===== config.mk =====
export PLATFORM = sky130hd
export DESIGN_NAME = bp_me_mem_stream_mux
export DESIGN_NICKNAME = d
export VERILOG_FILES = /design/src/rtl/bp_me_mem_stream_mux.sv
export SDC_FILE = /design/constraint.sdc
export NUM_CORES = 1
export LEC_CHECK = 0
export CORE_AREA = 2 2 260 262
export DETAILED_ROUTE_END_ITERATION = 8
export DIE_AREA = 0 0 262 264
export HOLD_SLACK_MARGIN = 0.02
export PLACE_DENSITY_LB_ADDON = 0.2
export SETUP_SLACK_MARGIN = 0.1
export SLEW_MARGIN = 5
export SYNTH_ARGS = -nofsm -noshare
export SYNTH_HDL_FRONTEND = slang
export SYNTH_SLANG_ARGS = --single-unit

===== constraint.sdc =====
create_clock -name clk_i -period 3.59 [get_ports clk_i]
set_input_delay 0.718 -clock clk_i [delete_from_list [all_inputs] [get_ports clk_i]]
set_output_delay 0.718 -clock clk_i [all_outputs]
set_load 0.02 [all_outputs]

===== src/rtl/bp_me_mem_stream_mux.sv =====
`default_nettype none
// ============================================================================
// Module   : bp_me_mem_stream_mux
// Purpose  : N-channel BedRock memory-stream multiplexer. Round-robin forward
//            arbitration with the grant held for a whole multi-beat message.
//            Responses come back in request order and are steered to their
//            channel through an in-order channel-ID FIFO.
// Revision : 1.0  initial release
// ============================================================================
module bp_me_mem_stream_mux #(
    parameter int num_chan_p        = 2,
    parameter int header_width_p    = 64,
    parameter int data_width_p      = 64,
    parameter int max_outstanding_p = 4
) (
    input  logic                                 clk_i,
    input  logic                                 reset_n_i,

    input  logic [num_chan_p*header_width_p-1:0] fwd_header_i,
    input  logic [num_chan_p*data_width_p-1:0]   fwd_data_i,
    input  logic [num_chan_p-1:0]                fwd_v_i,
    input  logic [num_chan_p-1:0]                fwd_last_i,
    output logic [num_chan_p-1:0]                fwd_ready_and_o,

    output logic [header_width_p-1:0]            mem_fwd_header_o,
    output logic [data_width_p-1:0]              mem_fwd_data_o,
    output logic                                 mem_fwd_v_o,
    output logic                                 mem_fwd_last_o,
    input  logic                                 mem_fwd_ready_and_i,

    input  logic [header_width_p-1:0]            mem_rev_header_i,
    input  logic [data_width_p-1:0]              mem_rev_data_i,
    input  logic                                 mem_rev_v_i,
    input  logic                                 mem_rev_last_i,
    output logic                                 mem_rev_ready_and_o,

    output logic [header_width_p-1:0]            rev_header_o,
    output logic [data_width_p-1:0]              rev_data_o,
    output logic [num_chan_p-1:0]                rev_v_o,
    output logic                                 rev_last_o,
    input  logic [num_chan_p-1:0]                rev_ready_and_i,

    output logic                                 credits_full_o,
    output logic                                 credits_empty_o
);

    localparam int lg_chan_lp   = (num_chan_p > 1) ? $clog2(num_chan_p) : 1;
    localparam int cnt_width_lp = $clog2(max_outstanding_p + 1);
    localparam int ptr_width_lp = (max_outstanding_p > 1) ? $clog2(max_outstanding_p) : 1;

    localparam logic [cnt_width_lp-1:0] max_cnt_lp   = cnt_width_lp'(max_outstanding_p);
    localparam logic [ptr_width_lp-1:0] last_ptr_lp  = ptr_width_lp'(max_outstanding_p - 1);
    localparam logic [lg_chan_lp-1:0]   last_chan_lp = lg_chan_lp'(num_chan_p - 1);

    // ------------------------------------------------------------------------
    // State
    // ------------------------------------------------------------------------
    logic [lg_chan_lp-1:0]   rr_q, rr_d;
    logic                    lock_q, lock_d;
    logic [lg_chan_lp-1:0]   locked_id_q, locked_id_d;
    logic [cnt_width_lp-1:0] count_q, count_d;
    logic [ptr_width_lp-1:0] wr_ptr_q, wr_ptr_d;
    logic [ptr_width_lp-1:0] rd_ptr_q, rd_ptr_d;
    logic [lg_chan_lp-1:0]   fifo_q [max_outstanding_p];

    // ------------------------------------------------------------------------
    // Forward arbitration
    // ------------------------------------------------------------------------
    logic [num_chan_p-1:0] w_rr_mask;
    logic [num_chan_p-1:0] w_req_hi;
    logic [num_chan_p-1:0] w_req;
    logic [num_chan_p-1:0] w_arb_oh;
    logic [num_chan_p-1:0] w_lock_oh;
    logic [num_chan_p-1:0] w_gnt_oh;
    logic [num_chan_p-1:0] w_head_oh;
    logic [lg_chan_lp-1:0] w_gnt_id;
    logic [lg_chan_lp-1:0] w_head_id;
    logic [lg_chan_lp-1:0] w_rr_next;
    logic                  w_gnt_v;
    logic                  w_full;
    logic                  w_empty;
    logic                  w_fwd_open;
    logic                  w_fwd_hs;
    logic                  w_push;
    logic                  w_pop;
    logic                  w_rev_open;

    // One-hot/id accumulation chains: channel c contributes at stage c+1.
    logic [lg_chan_lp-1:0]     w_id_acc  [num_chan_p+1];
    logic [header_width_p-1:0] w_hdr_acc [num_chan_p+1];
    logic [data_width_p-1:0]   w_dat_acc [num_chan_p+1];

    assign w_id_acc[0]  = '0;
    assign w_hdr_acc[0] = '0;
    assign w_dat_acc[0] = '0;

    generate
        for (genvar c = 0; c < num_chan_p; c++) begin : g_chan
            assign w_rr_mask[c]   = (lg_chan_lp'(c) >= rr_q);
            assign w_lock_oh[c]   = (locked_id_q == lg_chan_lp'(c));
            assign w_head_oh[c]   = (w_head_id == lg_chan_lp'(c));
            assign w_id_acc[c+1]  = w_id_acc[c] | (w_gnt_oh[c] ? lg_chan_lp'(c) : '0);
            assign w_hdr_acc[c+1] = w_hdr_acc[c]
                                  | ({header_width_p{w_gnt_oh[c]}}
                                     & fwd_header_i[c*header_width_p +: header_width_p]);
            assign w_dat_acc[c+1] = w_dat_acc[c]
                                  | ({data_width_p{w_gnt_oh[c]}}
                                     & fwd_data_i[c*data_width_p +: data_width_p]);
        end
    endgenerate

    // Requests at or above the rr pointer win first; if none, wrap to the
    // lowest requester. The lowest set bit is isolated arithmetically.
    assign w_req_hi  = fwd_v_i & w_rr_mask;
    assign w_req     = (|w_req_hi) ? w_req_hi : fwd_v_i;
    assign w_arb_oh  = w_req & (~w_req + num_chan_p'(1));
    assign w_gnt_oh  = lock_q ? w_lock_oh : w_arb_oh;
    assign w_gnt_id  = w_id_acc[num_chan_p];
    assign w_gnt_v   = |(fwd_v_i & w_gnt_oh);
    assign w_rr_next = (w_gnt_id == last_chan_lp) ? '0 : w_gnt_id + lg_chan_lp'(1);

    assign w_full     = (count_q == max_cnt_lp);
    assign w_empty    = (count_q == '0);
    // A locked message already owns its FIFO entry, so full never stalls it.
    assign w_fwd_open = lock_q | ~w_full;

    assign mem_fwd_v_o      = reset_n_i & w_gnt_v & w_fwd_open;
    assign mem_fwd_header_o = w_hdr_acc[num_chan_p];
    assign mem_fwd_data_o   = w_dat_acc[num_chan_p];
    assign mem_fwd_last_o   = |(fwd_last_i & w_gnt_oh);
    assign fwd_ready_and_o  = w_gnt_oh
                            & {num_chan_p{reset_n_i & mem_fwd_ready_and_i & w_fwd_open}};

    assign w_fwd_hs = mem_fwd_v_o & mem_fwd_ready_and_i;
    assign w_push   = w_fwd_hs & ~lock_q;

    // ------------------------------------------------------------------------
    // Reverse routing
    // ------------------------------------------------------------------------
    assign w_head_id  = fifo_q[rd_ptr_q];
    assign w_rev_open = reset_n_i & ~w_empty;

    assign rev_v_o             = w_head_oh & {num_chan_p{w_rev_open & mem_rev_v_i}};
    assign mem_rev_ready_and_o = w_rev_open & (|(rev_ready_and_i & w_head_oh));
    assign rev_header_o        = mem_rev_header_i;
    assign rev_data_o          = mem_rev_data_i;
    assign rev_last_o          = mem_rev_last_i;

    assign w_pop = mem_rev_v_i & mem_rev_ready_and_o & mem_rev_last_i;

    assign credits_full_o  = w_full;
    assign credits_empty_o = w_empty;

    // ------------------------------------------------------------------------
    // Next state
    // ------------------------------------------------------------------------
    // Compute arbitration, lock, FIFO pointer and credit updates.
    always_comb begin
        rr_d        = rr_q;
        lock_d      = lock_q;
        locked_id_d = locked_id_q;
        wr_ptr_d    = wr_ptr_q;
        rd_ptr_d    = rd_ptr_q;
        count_d     = count_q;

        if (w_push) begin
            rr_d     = w_rr_next;
            wr_ptr_d = (wr_ptr_q == last_ptr_lp) ? '0 : wr_ptr_q + ptr_width_lp'(1);
            if (!mem_fwd_last_o) begin
                lock_d      = 1'b1;
                locked_id_d = w_gnt_id;
            end
        end else if (lock_q && w_fwd_hs && mem_fwd_last_o) begin
            lock_d = 1'b0;
        end

        if (w_pop) begin
            rd_ptr_d = (rd_ptr_q == last_ptr_lp) ? '0 : rd_ptr_q + ptr_width_lp'(1);
        end

        case ({w_push, w_pop})
            2'b10:   count_d = count_q + cnt_width_lp'(1);
            2'b01:   count_d = count_q - cnt_width_lp'(1);
            default: count_d = count_q;
        endcase
    end

    // Control registers; reset abandons any partial message and in-flight IDs.
    always_ff @(posedge clk_i) begin
        if (!reset_n_i) begin
            rr_q        <= '0;
            lock_q      <= 1'b0;
            locked_id_q <= '0;
            count_q     <= '0;
            wr_ptr_q    <= '0;
            rd_ptr_q    <= '0;
        end else begin
            rr_q        <= rr_d;
            lock_q      <= lock_d;
            locked_id_q <= locked_id_d;
            count_q     <= count_d;
            wr_ptr_q    <= wr_ptr_d;
            rd_ptr_q    <= rd_ptr_d;
        end
    end

    // ID FIFO storage; validity is tracked by the pointers and count.
    always_ff @(posedge clk_i) begin
        if (reset_n_i && w_push) begin
            fifo_q[wr_ptr_q] <= w_gnt_id;
        end
    end

`ifndef SYNTHESIS
    // Protocol and credit sanity checks.
    always_ff @(posedge clk_i) begin
        if (reset_n_i) begin
            assert (!(mem_rev_v_i && w_empty))
                else $error("bp_me_mem_stream_mux: response with no request outstanding");
            assert (!(w_push && !w_pop && w_full))
                else $error("bp_me_mem_stream_mux: credit overflow");
            assert (!(w_pop && w_empty))
                else $error("bp_me_mem_stream_mux: credit underflow");
        end
    end
`endif

endmodule
`default_nettype wire


# Yosys cells after proc, flatten, opt, wreduce, memory -nomap -nowiden
# Memories as Yosys holds them, arrays and structs flattened. A register that Yosys moved wholly into a read port is not among the register bits.
# Cells that the tools add are included.
[totals]
out_inout_bits = 266
in_bits = 395
elab_cells = 79
ram_bits = 4
n_memories = 1
register_bits = 10
[mem_list]
columns = ["memory", "words", "width", "rd", "rd_ports_with_merged_regs", "wr", "line_no", "rtl"]
rows = [
  ["fifo_q", 4, 1, 1, 1, 1, "64", "logic [lg_chan_lp-1:0] fifo_q [max_outstanding_p];"],
]
[classes]
n_mux = 14
n_addsub = 6
eq_ne = 6
n_lt_le_gt_ge = 2
reduce_logical = 12
n_bitwise = 32
[op_table]
columns = ["operator", "n"]
rows = [
  ["bitwise AND 64 bit", 4],
  ["OR 64 bit", 2],
  ["bitwise AND 2 bit", 7],
  ["two-way mux 2 bit", 6],
  ["bitwise AND 1 bit", 11],
  ["OR reduction 2 bit", 4],
  ["two-way mux 1 bit", 7],
  ["adder 2 x 1 -> 2 bit (second input constant)", 3],
  ["== test 2 bit (second input constant)", 3],
  ["NOT 1 bit", 6],
  ["one-hot mux 3 bit (2 select lines)", 1],
  ["AND reduction 2 bit", 2],
  ["nonzero test 2 bit", 2],
  ["adder 3 x 1 -> 3 bit (second input constant)", 1],
  ["== test 3 bit (second input constant)", 1],
  ["logical AND 1 bit", 3],
  ["zero test 3 bit", 1],
  ["subtractor 3 x 1 -> 3 bit (second input constant)", 1],
  ["== test 2 x 1 -> 1 bit (second input constant)", 1],
  [">= comparator 1 bit (first input constant)", 2],
  ["!= test 2 bit (second input constant)", 1],
  ["NOT 2 bit", 1],
  ["adder 1 bit (second input constant)", 1],
  ["OR 1 bit", 1],
]

# Longest topological paths before layout
[depth]
depth_word = 17
mapped_depth = 9

# Least setup slack after synthesis
# OpenSTA, ideal clock, no wires.
[synth_path]
path_type = "in2out"
from = "in reset_n_i"
to = "out mem_fwd_v_o"
slack_ps = 935
path_buffers = 0
cell_stages = 2
t_arrival_ps = 1937
t_required_ps = 2872
path_cell_list = "clkinv_1 -> a2111oi_0"
[synth_between]
elab_chain_len = 2
[synth_rtl]
columns = ["item", "line_no", "rtl"]
rows = [
  ["start: declaration", "17", "input logic reset_n_i,"],
  ["bitwise AND 1 bit (2 in a row)", "127", "assign mem_fwd_v_o = reset_n_i & w_gnt_v & w_fwd_open;"],
  ["end: declaration", "27", "output logic mem_fwd_v_o,"],
]
# Every way passes these cells.

# Worst setup path in the final report
[layout_path]
from = "in fwd_v_i[0]"
to = "out mem_fwd_header_o[62]"
[layout_between]
elab_chain_len = 9
word_cells_on_any_way = 10
[layout_rtl]
columns = ["item", "line_no", "rtl"]
rows = [
  ["start: declaration", "21", "input logic [num_chan_p-1:0] fwd_v_i,"],
  ["bitwise AND 2 bit", "114", "assign w_req_hi = fwd_v_i & w_rr_mask;"],
  ["OR reduction 2 bit", "115", "assign w_req = (|w_req_hi) ? w_req_hi : fwd_v_i;"],
  ["two-way mux 2 bit (*)", "115", ""],
  ["NOT 2 bit", "116", "assign w_arb_oh = w_req & (~w_req + num_chan_p'(1));"],
  ["adder 2 x 1 -> 2 bit", "116", ""],
  ["bitwise AND 2 bit (*)", "116", ""],
  ["two-way mux 2 bit (*)", "117", "assign w_gnt_oh = lock_q ? w_lock_oh : w_arb_oh;"],
  ["bitwise AND 64 bit", "105", "& fwd_header_i[c*header_width_p +: header_width_p]);"],
  ["OR 64 bit (*)", "104", "| ({header_width_p{w_gnt_oh[c]}}"],
  ["end: declaration", "25", "output logic [header_width_p-1:0] mem_fwd_header_o,"],
]
# Every way passes the cells marked *; elsewhere a longest branch is shown, timed or not.

==> flow_summary.yaml <==
synthesis:
  synth-main-ff-cell: "dfxtp_1"
  syn_avg_cell_area_um2: 8.36
  ys_ff_latch: 16
  synth_top_area_share_pct: 35.0
  async_flop_share_pct: 0
  yosysSeqAreaShare_pct: 11.3
  yosysTopAreaCell: "a22o_1"
  syn-num-nets: 785
  yosysWarnings: 0
  synth-edff-count: 4
  synth_cell_types: 37
  syn_area_um2: 3200
  syn_inst: 383
  ys_top_cells_by_area: "a22o_1 35%, buf_4 33%, dfxtp_1 7.5%"
die:
  die_area_um2: 69200
  row_count: 95
  fp.dieH_um: 264
  start_util_pct: 4.81
  ioPinCount: 661
  fp.coreArea_um2: 66600
  dieWidth_um: 262
cts:
  numCtsBuffers: 3
  clk_latency_ps: 250
  cts.path.max_buffers: 2
  clock-root-buffer: "clkbuf_16"
  cts_tree: "built"
  cts_hold_buf: 0
  cts_max_level: 1
  clock_sinks: 16
  path_clk_slew_ps: 50
setup_path:
  crit_path_start_kind: "input port"
  cp.required_ps: 2870
  max_stage_delay_ps: 600
  r2r_end: "count_q[2]"
  path_class: "input port to output pin"
  r2r-start: "fifo_q[3]"
  arrival_ps: 2700
  cp_slowest_cell: "clkdlybuf4s50_1"
  r2r_slack_ps: 880
  cp_common_cell: "clkdlybuf4s50_1"
  reg2reg_depth: 10
  crit_chain: "clkdlybuf4s50_1, a21bo_2, mux2i_4, buf_8, a22o_1, clkdlybuf4s50_1"
  worstSetupEndpointType: "output pin"
  critPathMaxFanout: 20
global_route:
  grt_max_degree: 44
  grt_pass1_wl_mm: 27.7
  antenna_found_initial: 0
  gr-total-overflow: 0
  grt_pass1_vias: 4345
  grt_use_total_pct: 5.51
detailed_routing:
  drc: 0
  vias: 4059
  dr_wl_met3_mm: 2.52
  antenna_left: 0
  met2_length_mm: 10.5
  drt_iter0_markers: 74
  avgRoutedWirePerCell_um: 13.9
  wl_met1_mm: 7.57
  drt_wl_total_mm: 21.4
  top_layer: "met4"
  detail_route.first_pass.iterations: 4
  via_per_inst: 2.62
power_and_ir_drop:
  p_clk_share_pct: 14.2
  vdd_ir_drop_max_uv: 85.9
  cellInternalPower_mw: 0.958
  seqPwrFrac_pct: 12.8
  p_comb_share_pct: 73.0
  netSwitchingPower_mw: 0.606
  total_power_mw: 1.56
  p_leak_nw: 3.21
  switching_share_pct: 38.8
  power.density_nw_per_um2: 206
placed_design:
  numPortBuffers: 404
  dp.final_hpwl_mm: 18.9
  place.gp.congestion: 0.786
finish:
  antennaDiodeCount: 0
  drive_gt1_share_pct: 12.6
  layout_commonest_cell: "clkdlybuf4s50_1"
  fin_util_pct: 11.4
  fillers: 7662
  fin_nets: 1077
  final_cell_mix: "277 x clkdlybuf4s50_1, 128 x a22o_1, 79 x dlygate4sd2_1"
  areaGrowthSynthToFinish_pct: 137
timing:
  slew_headroom_pct: 51.6
  skew_ps: 1.96
  period_minus_slack_ps: 3420
  slew_violations: 0
  tightest_slew_ps: 716
  rsz0062_at_grt: "true"
  fmax_mhz: 293
  setup_viol: 0
  min_period_over_period_pct: 95.1
  hold_viol: 0
  finalHoldWorstSlack_ps: 517
hold_path:
  hold_depth: 2
  hold_start: "rd_ptr_q[1]"
  hold_end: "rd_ptr_q[1]"
  hp-class: "flop to flop"
job:
  cap_violations: 0
outcome:
  status: "finished, final reports clean"
==> metrics by stage <==
stage	setup WS [ps]	cells	setup TNS, ps	cell area (um2)
final	175	1547	0	7590
after global routing	85.4	1547	0	7590
after CTS	12.3	1547	0	7580
after detailed placement	-99.8	1541	-1740	7600
after global placement	-79.0	1541	-539	7600
after floorplan	935	383	0	3200
==> synth_stat cells, types with 3 or more instances <==
library cell	instances
ha_1	6
buf_4	140
o21ai_0	3
a22o_1	128
nor3_1	3
and2_2	4
inv_1	10
buf_2	12
clkbuf_1	5
a21oi_1	3
edfxtp_1	4
mux2i_1	7
dfxtp_1	12
nand2_1	5
nor2_1	14
==> power groups by stage <==
stage / logic [mW] / registers [mW] / clock network, mW
after floorplan: 0.684 / 0.200 / 0
after global placement: 1.26 / 0.204 / 0
after detailed placement: 1.25 / 0.204 / 0
after CTS: 1.17 / 0.201 / 0.227
after global routing: 1.22 / 0.202 / 0.237
final: 1.14 / 0.201 / 0.222
==> per-layer routing <==
| metal | vias up | global-route usage (%) |
|---|---|---|
| li1 | 1879 | - |
| met1 | 1785 | 5.72 |
| met2 | 336 | 10.2 |
| met3 | 59 | 1.73 |
| met4 | 0 | 2.21 |
| met5 | - | 0 |
==> worst max-delay path by stage <==
stage	startpoint	endpoint	depth (start not counted)
final	fwd_v_i[0]	mem_fwd_header_o[62]	6
after global routing	fwd_v_i[0]	mem_fwd_data_o[32]	8
after CTS	fwd_v_i[1]	mem_fwd_v_o	6
after detailed placement	fwd_v_i[0]	mem_fwd_data_o[22]	7
after global placement	fwd_v_i[0]	mem_fwd_data_o[22]	7
after floorplan	reset_n_i	mem_fwd_v_o	2
==> repair_timing <==
item | CTS | global route
gates cloned | 0 | 0
resized for setup | 97 | 51
endpoints found under the setup margin | 116 | 39
setup buffers | 2 | 0
pin swaps | 0 | 0
==> layout make-up <==
type                    instances  area, um2  share of cell area [%]
clock inverters                 1       3.75                  0.0494
multi-input cells             197       1670                    22.0
repair buffers                445       4340                    57.2
clock buffers                   3       75.1                   0.989
flip-flops and latches         16        360                    4.75
well taps                     873       1090                    14.4
inverters                      12       47.5                   0.626
==> worst max-delay path: cells and delay by family <==
family                 cells  cell delay, ps
buffers and inverters      3            1330
AOI/OAI and AO/OA          2             410
muxes                      1             210
==> cells by family after synthesis <==
| group | count (synthesis) | synth area share (%) |
|---|---|---|
| compound gates | 142 | 38.3 |
| mux | 10 | 3.60 |
| simple gates | 36 | 6.26 |
| buf+inv | 170 | 37.1 |
| xor+xnor | 2 | 0.547 |
| flops | 16 | 11.3 |
| fa+ha+maj | 7 | 2.97 |
No activity file was read; power rests on OpenSTA's default activity.
